--- src/rtl/lsu_issue_sequencer.sv ---
// rtl/lsu_issue_sequencer.sv - program-driven instruction issue controller with memory-op bubble and stall watchdog
// Optional feature macro: LSU_SEQ_MEM_BUBBLE_EN (insert one idle cycle after each non-final load/store)
module lsu_issue_sequencer #(
    parameter int DEPTH     = 4,
    parameter int IDX_W     = 2,
    parameter int MAX_STALL = 16
) (
    input  logic             clk_i,
    input  logic             rst_i,
    input  logic             prog_we_i,
    input  logic [IDX_W-1:0] prog_addr_i,
    input  logic [31:0]      prog_data_i,
    input  logic [IDX_W:0]   prog_len_i,
    input  logic             start_i,
    output logic [31:0]      instr_o,
    output logic             instr_valid_o,
    input  logic             instr_ready_i,
    output logic             busy_o,
    output logic             done_o,
    output logic [IDX_W:0]   issued_cnt_o,
    output logic [IDX_W:0]   mem_ops_o,
    output logic             stall_err_o
);

    typedef enum logic [2:0] {
        S_IDLE,
        S_ISSUE,
        S_BUBBLE,
        S_DONE,
        S_ERR
    } state_t;

    localparam logic [IDX_W:0] DEPTH_W     = (IDX_W+1)'(DEPTH);
    localparam logic [IDX_W:0] ONE_W       = (IDX_W+1)'(1);
    localparam logic [7:0]     MAX_STALL_W = 8'(MAX_STALL);
    localparam logic [6:0]     OPC_LOAD    = 7'b0000011;
    localparam logic [6:0]     OPC_STORE   = 7'b0100011;

`ifdef LSU_SEQ_MEM_BUBBLE_EN
    localparam bit BUBBLE_EN = 1'b1;
`else
    localparam bit BUBBLE_EN = 1'b0;
`endif

    state_t         state_q, state_d;
    logic [31:0]    buf_q [DEPTH];
    logic [IDX_W:0] pc_q, pc_d;
    logic [IDX_W:0] len_q, len_d;
    logic [IDX_W:0] issued_q, issued_d;
    logic [IDX_W:0] mem_q, mem_d;
    logic [7:0]     stall_q, stall_d;

    logic [31:0]    cur_instr;
    logic           cur_is_mem;
    logic [IDX_W:0] pc_inc;
    logic [IDX_W:0] len_sat;

    assign cur_instr  = buf_q[pc_q[IDX_W-1:0]];
    assign cur_is_mem = (cur_instr[6:0] == OPC_LOAD) || (cur_instr[6:0] == OPC_STORE);
    assign pc_inc     = pc_q + ONE_W;
    assign len_sat    = (prog_len_i > DEPTH_W) ? DEPTH_W : prog_len_i;

    // Program buffer: writable only while not running; contents survive reset
    always_ff @(posedge clk_i) begin
        if (prog_we_i && (state_q == S_IDLE || state_q == S_DONE)) begin
            buf_q[prog_addr_i] <= prog_data_i;
        end
    end

    // State, program counter, run counters and stall watchdog registers
    always_ff @(posedge clk_i) begin
        if (rst_i) begin
            state_q  <= S_IDLE;
            pc_q     <= '0;
            len_q    <= '0;
            issued_q <= '0;
            mem_q    <= '0;
            stall_q  <= '0;
        end else begin
            state_q  <= state_d;
            pc_q     <= pc_d;
            len_q    <= len_d;
            issued_q <= issued_d;
            mem_q    <= mem_d;
            stall_q  <= stall_d;
        end
    end

    // Next-state logic: start, handshake accounting, bubble insertion and stall detection
    always_comb begin
        state_d  = state_q;
        pc_d     = pc_q;
        len_d    = len_q;
        issued_d = issued_q;
        mem_d    = mem_q;
        stall_d  = '0;
        case (state_q)
            S_IDLE, S_DONE: begin
                if (start_i) begin
                    len_d    = len_sat;
                    pc_d     = '0;
                    issued_d = '0;
                    mem_d    = '0;
                    state_d  = (len_sat != '0) ? S_ISSUE : S_DONE;
                end
            end
            S_ISSUE: begin
                if (instr_ready_i) begin
                    pc_d     = pc_inc;
                    issued_d = issued_q + ONE_W;
                    if (cur_is_mem) begin
                        mem_d = mem_q + ONE_W;
                    end
                    if (pc_inc == len_q) begin
                        state_d = S_DONE;
                    end else if (cur_is_mem && BUBBLE_EN) begin
                        state_d = S_BUBBLE;
                    end else begin
                        state_d = S_ISSUE;
                    end
                end else if (stall_q == MAX_STALL_W) begin
                    state_d = S_ERR;
                end else begin
                    stall_d = stall_q + 8'd1;
                end
            end
            S_BUBBLE: begin
                state_d = S_ISSUE;
            end
            S_ERR: begin
                state_d = S_ERR;
            end
            default: begin
                state_d = S_IDLE;
            end
        endcase
    end

    // Outputs are pure decodes of registered state; ready never feeds valid
    assign instr_valid_o = (state_q == S_ISSUE);
    assign instr_o       = (state_q == S_ISSUE) ? cur_instr : 32'h0;
    assign busy_o        = (state_q == S_ISSUE) || (state_q == S_BUBBLE);
    assign done_o        = (state_q == S_DONE);
    assign stall_err_o   = (state_q == S_ERR);
    assign issued_cnt_o  = issued_q;
    assign mem_ops_o     = mem_q;

endmodule

--- config.mk ---
export PLATFORM = sky130hd
export DESIGN_NAME = lsu_issue_sequencer
export DESIGN_NICKNAME = d
export VERILOG_FILES = /design/src/rtl/lsu_issue_sequencer.sv
export SDC_FILE = /design/constraint.sdc
export NUM_CORES = 1
export LEC_CHECK = 0
export BUFFER_PORTS_ARGS = -buffer_cell sky130_fd_sc_hd__buf_2
export CORE_MARGIN = 1.5
export CORE_UTILIZATION = 45
export DETAILED_ROUTE_END_ITERATION = 8
export PLACE_DENSITY = 0.68
export SYNTH_ARGS = -nofsm -noshare
export SYNTH_HDL_FRONTEND = slang
export SYNTH_SLANG_ARGS = --single-unit
--- constraint.sdc ---
create_clock -name clk_i -period 4.7 [get_ports clk_i]
set_input_delay 0.705 -clock clk_i [delete_from_list [all_inputs] [get_ports clk_i]]
set_output_delay 0.705 -clock clk_i [all_outputs]
set_load 0.05 [all_outputs]
==> summary.txt <==
Status
  – Status: finished clean

Critical path
  – Critical path class: reg2out
  – Origin of the critical flop-to-flop path: state_q[1]$_SDFFE_PP0P_
  – Crit. Startpoint: state_q[0]$_SDFFE_PP0P_
  – Worst Setup Start Kind: flip-flop
  – WP data arrival: 2.69 ns
  – CP Capture Type: output port
  – CP max FO: 33
  – Critical Path RT: approximately 4 ns

GRT
  – First-pass GRT wire length: about 18000 um
  – Maximum number of pins on one net before global-route repair: 34
  – GRT Overall Usage: approximately 17%
  – Vias in the first global route: ~3.5k
  – Initial antenna violation count: 1
  – Grt ovf: 0

Place
  – PortBufs: 83
  – Cell count after placement: 593
  – Place WS: roughly 1.7 ns
  – Final GP Congestion: between 0.7 and 0.8
  – Placed inst area: between 6000 and 7000 sq um
  – Final HPWL DP: 6940 um

Pwr
  – Power Density: between 400 and 500 nW/um^2
  – Switching pwr: 846 uW
  – Combinational cell fraction of total power: 13.0%
  – Sequential share of power: a little under half
  – Net Sw Frac: 24.8%
  – Clock power share: between 40% and 50%
  – Int Pwr: 2570 uW
  – Static leakage: 0.00266 uW
  – Maximum VDD drop: around 0.00034 V

Yosys
  – Area of the mapped netlist: 6140 sq um
  – Number of synthesized flops with an enable pin: 128
  – Top post-synthesis cells by count: 128 x edfxtp_1, 33 x and2_1, 25 x dfxtp_1
  – Syn nets: approximately 400
  – Synth area leader: edfxtp_1
  – Post-synth top area share: a little over three fifths
  – Synth top area cells: edfxtp_1 63%, mux4_2 8.8%, dfxtp_1 8.2%
  – Post-synthesis mux area share: between 10 and 15%
  – Main combinational cell family by area after synthesis: multiplexers
  – Post-Synthesis Cells: about 350
  – Synth warn: 0
  – Syn_area_per_cell: about 18 sq um
  – Simple-Gate Fraction of Synth Area: under 10%
  – Most frequent cell after synthesis: edfxtp_1
  – Count of cell types in the netlist: 43
  – Async S/R FF share, synth: 0%
  – #FFs+latches synth: roughly 150
  – Synth Area in XOR/XNOR: 2.00%
  – Post-Synth Adder-Cell Area: under 10%
  – Top FF cell, synth: edfxtp_1
  – Complex-gate fraction of the synthesized area: 1.85%
  – Register area share after synthesis: roughly 71%

Timing
  – RSZ-0062 raised after global routing: false
  – Endpoints failing hold: 0
  – Setup TNS: 0 ns
  – F_max: 294 MHz
  – WHS: 0.494 ns
  – Clk_skew: between 0.01 and 0.015 ns
  – Final number of setup-violating endpoints: 0
  – Period utilization: slightly above 70%
  – Rel. slew slack: between 20% and 30%
  – Tmin final: 3.40 ns
  – Fin. max-slew vios: 0
  – Worst Max-Slew Pin Slew: approximately 1.1 ns
  – Final WS setup: 1.30 ns

Clock tree
  – Hold buffer count at cts: 0
  – Cts repair resizes: 0
  – Bufs on Longest Clock Path: 2
  – Post-CTS setup buffers: 0
  – Clk_lat worst skew: about 0.42 ns
  – TritonCTS Sinks: around 150
  – TritonCTS clock tree: done
  – Total CTS buffers: 17
  – Htree depth: 4
  – Clock slew at reported path FFs: 0.06 ns
  – CTS root buf: clkbuf_16

Min path
  – Worst min path class: in2reg
  – Hold Crit Start: prog_data_i[17]

Die
  – IO Count: 84
  – Die area: between 10000 and 15000 sq um
  – Die height: around 120 um
  – Initial Utilization: a little under half
  – Core Box Area: about 13000 sq um
  – Die width: 120 um
  – Row Count: 42

Route
  – Vias/cell: approximately 5.3
  – DRC: 0
  – Routed Antenna Nets: 0
  – DR iter-0 viols: approximately 220
  – First drt pass iteration count: 5
  – DR WL/cell: roughly 18 um
  – WL final: 11400 um
  – Via count: ~3.3k

Final layout
  – Area Growth Syn to Fin: 19.6%
  – Fillers: between 1k and 1.5k
  – Finished Cell Area: approximately 7300 sq um
  – Final net count: roughly 480
  – Antenna fix cells: 0
  – Layout cells sized above 1: 33.0%
  – Non-Filler Instances: roughly 620

Run
  – Number of max-cap violations: 0
[per-stage QoR]
| step | utilization (%) | total power, uW |
|---|---|---|
| 6_report | 55.2 | 3420 |
| 5_1_grt | 55.2 | 3530 |
| 4_1_cts | 55.2 | 3450 |
| 3_5_place_dp | 50.7 | 2050 |
| 3_3_place_gp | 50.7 | 2040 |
| 2_1_floorplan | - | 1930 |
[final cells by class]
class,count,area (sq um),share of cell area (%)
well taps,176,220,3.00
repair buffers,86,438,5.96
flip-flops and latches,153,4350,59.2
multi-input cells,170,1700,23.2
inverters,8,30.0,0.409
clock buffers,19,433,5.89
clock inverters,12,175,2.39
[routing by layer]
layer / up-vias / GRT usage (%) / wire [um]
li1: 1520 / - / -
met1: 1654 / 21.3 / 5040
met2: 105 / 27.5 / 5550
met3: 13 / 5.85 / 661
met4: 2 / 6.47 / 134
met5: - / 0 / 12
[worst max-delay path, stage by stage, from the launching register on]
cell     delay, ns
dfxtp_1       0.51
or3b_1        0.43
inv_1         0.76
and2_1        0.29
buf_2         0.28
[placed cells by master, fill, tap and decap left out, types with 3 or more instances in the layout]
cell type and count:
nand2b_1 3, nor2_1 18, a21oi_1 5, mux4_2 24
nand3_1 6, bufinv_16 4, nand2_1 6, and2_1 33
mux2i_1 8, clkbuf_16 17, buf_4 3, buf_2 83
clkinv_4 3, xor2_1 8, inv_1 8, o21ai_0 4
edfxtp_1 128, mux4_1 8, and3_1 3, nor2b_1 4
dfxtp_1 23, xnor2_1 6, ha_1 5
[power by group through the flow]
stage	sequential [uW]	clock, uW	combinational, uW
final	1570	1400	445
after global routing	1580	1480	474
after CTS	1580	1420	451
after detailed placement	1600	0	450
after global placement	1600	0	444
after floorplan	1580	0	356
[state kept, by name (all words and copies together) (netlist names), named ones only]
name	cells
state_q	3
pc_q	3
issued_cnt_o	3
mem_ops_o	3
buf_q	128
len_q	3
stall_q	8
[cell families after synthesis]
group / Yosys count
compound gates: 17
buf+inv: 25
flops: 153
fa+ha+maj: 5
xor+xnor: 14
mux: 40
simple gates: 94
[final timing paths]
check / endpoint / slack, ns / depth (start not counted)
max: instr_o[31] / 1.30 / 4
min: buf_q[0][17]$_DFFE_PP_ / 0.49 / 1
max reg2reg: buf_q[3][22]$_DFFE_PP_ / 2.25 / 4
min reg2reg: mem_ops_o[2]$_SDFFE_PP0P_ / 0.50 / 2
(Power assumes the default switching activity.)
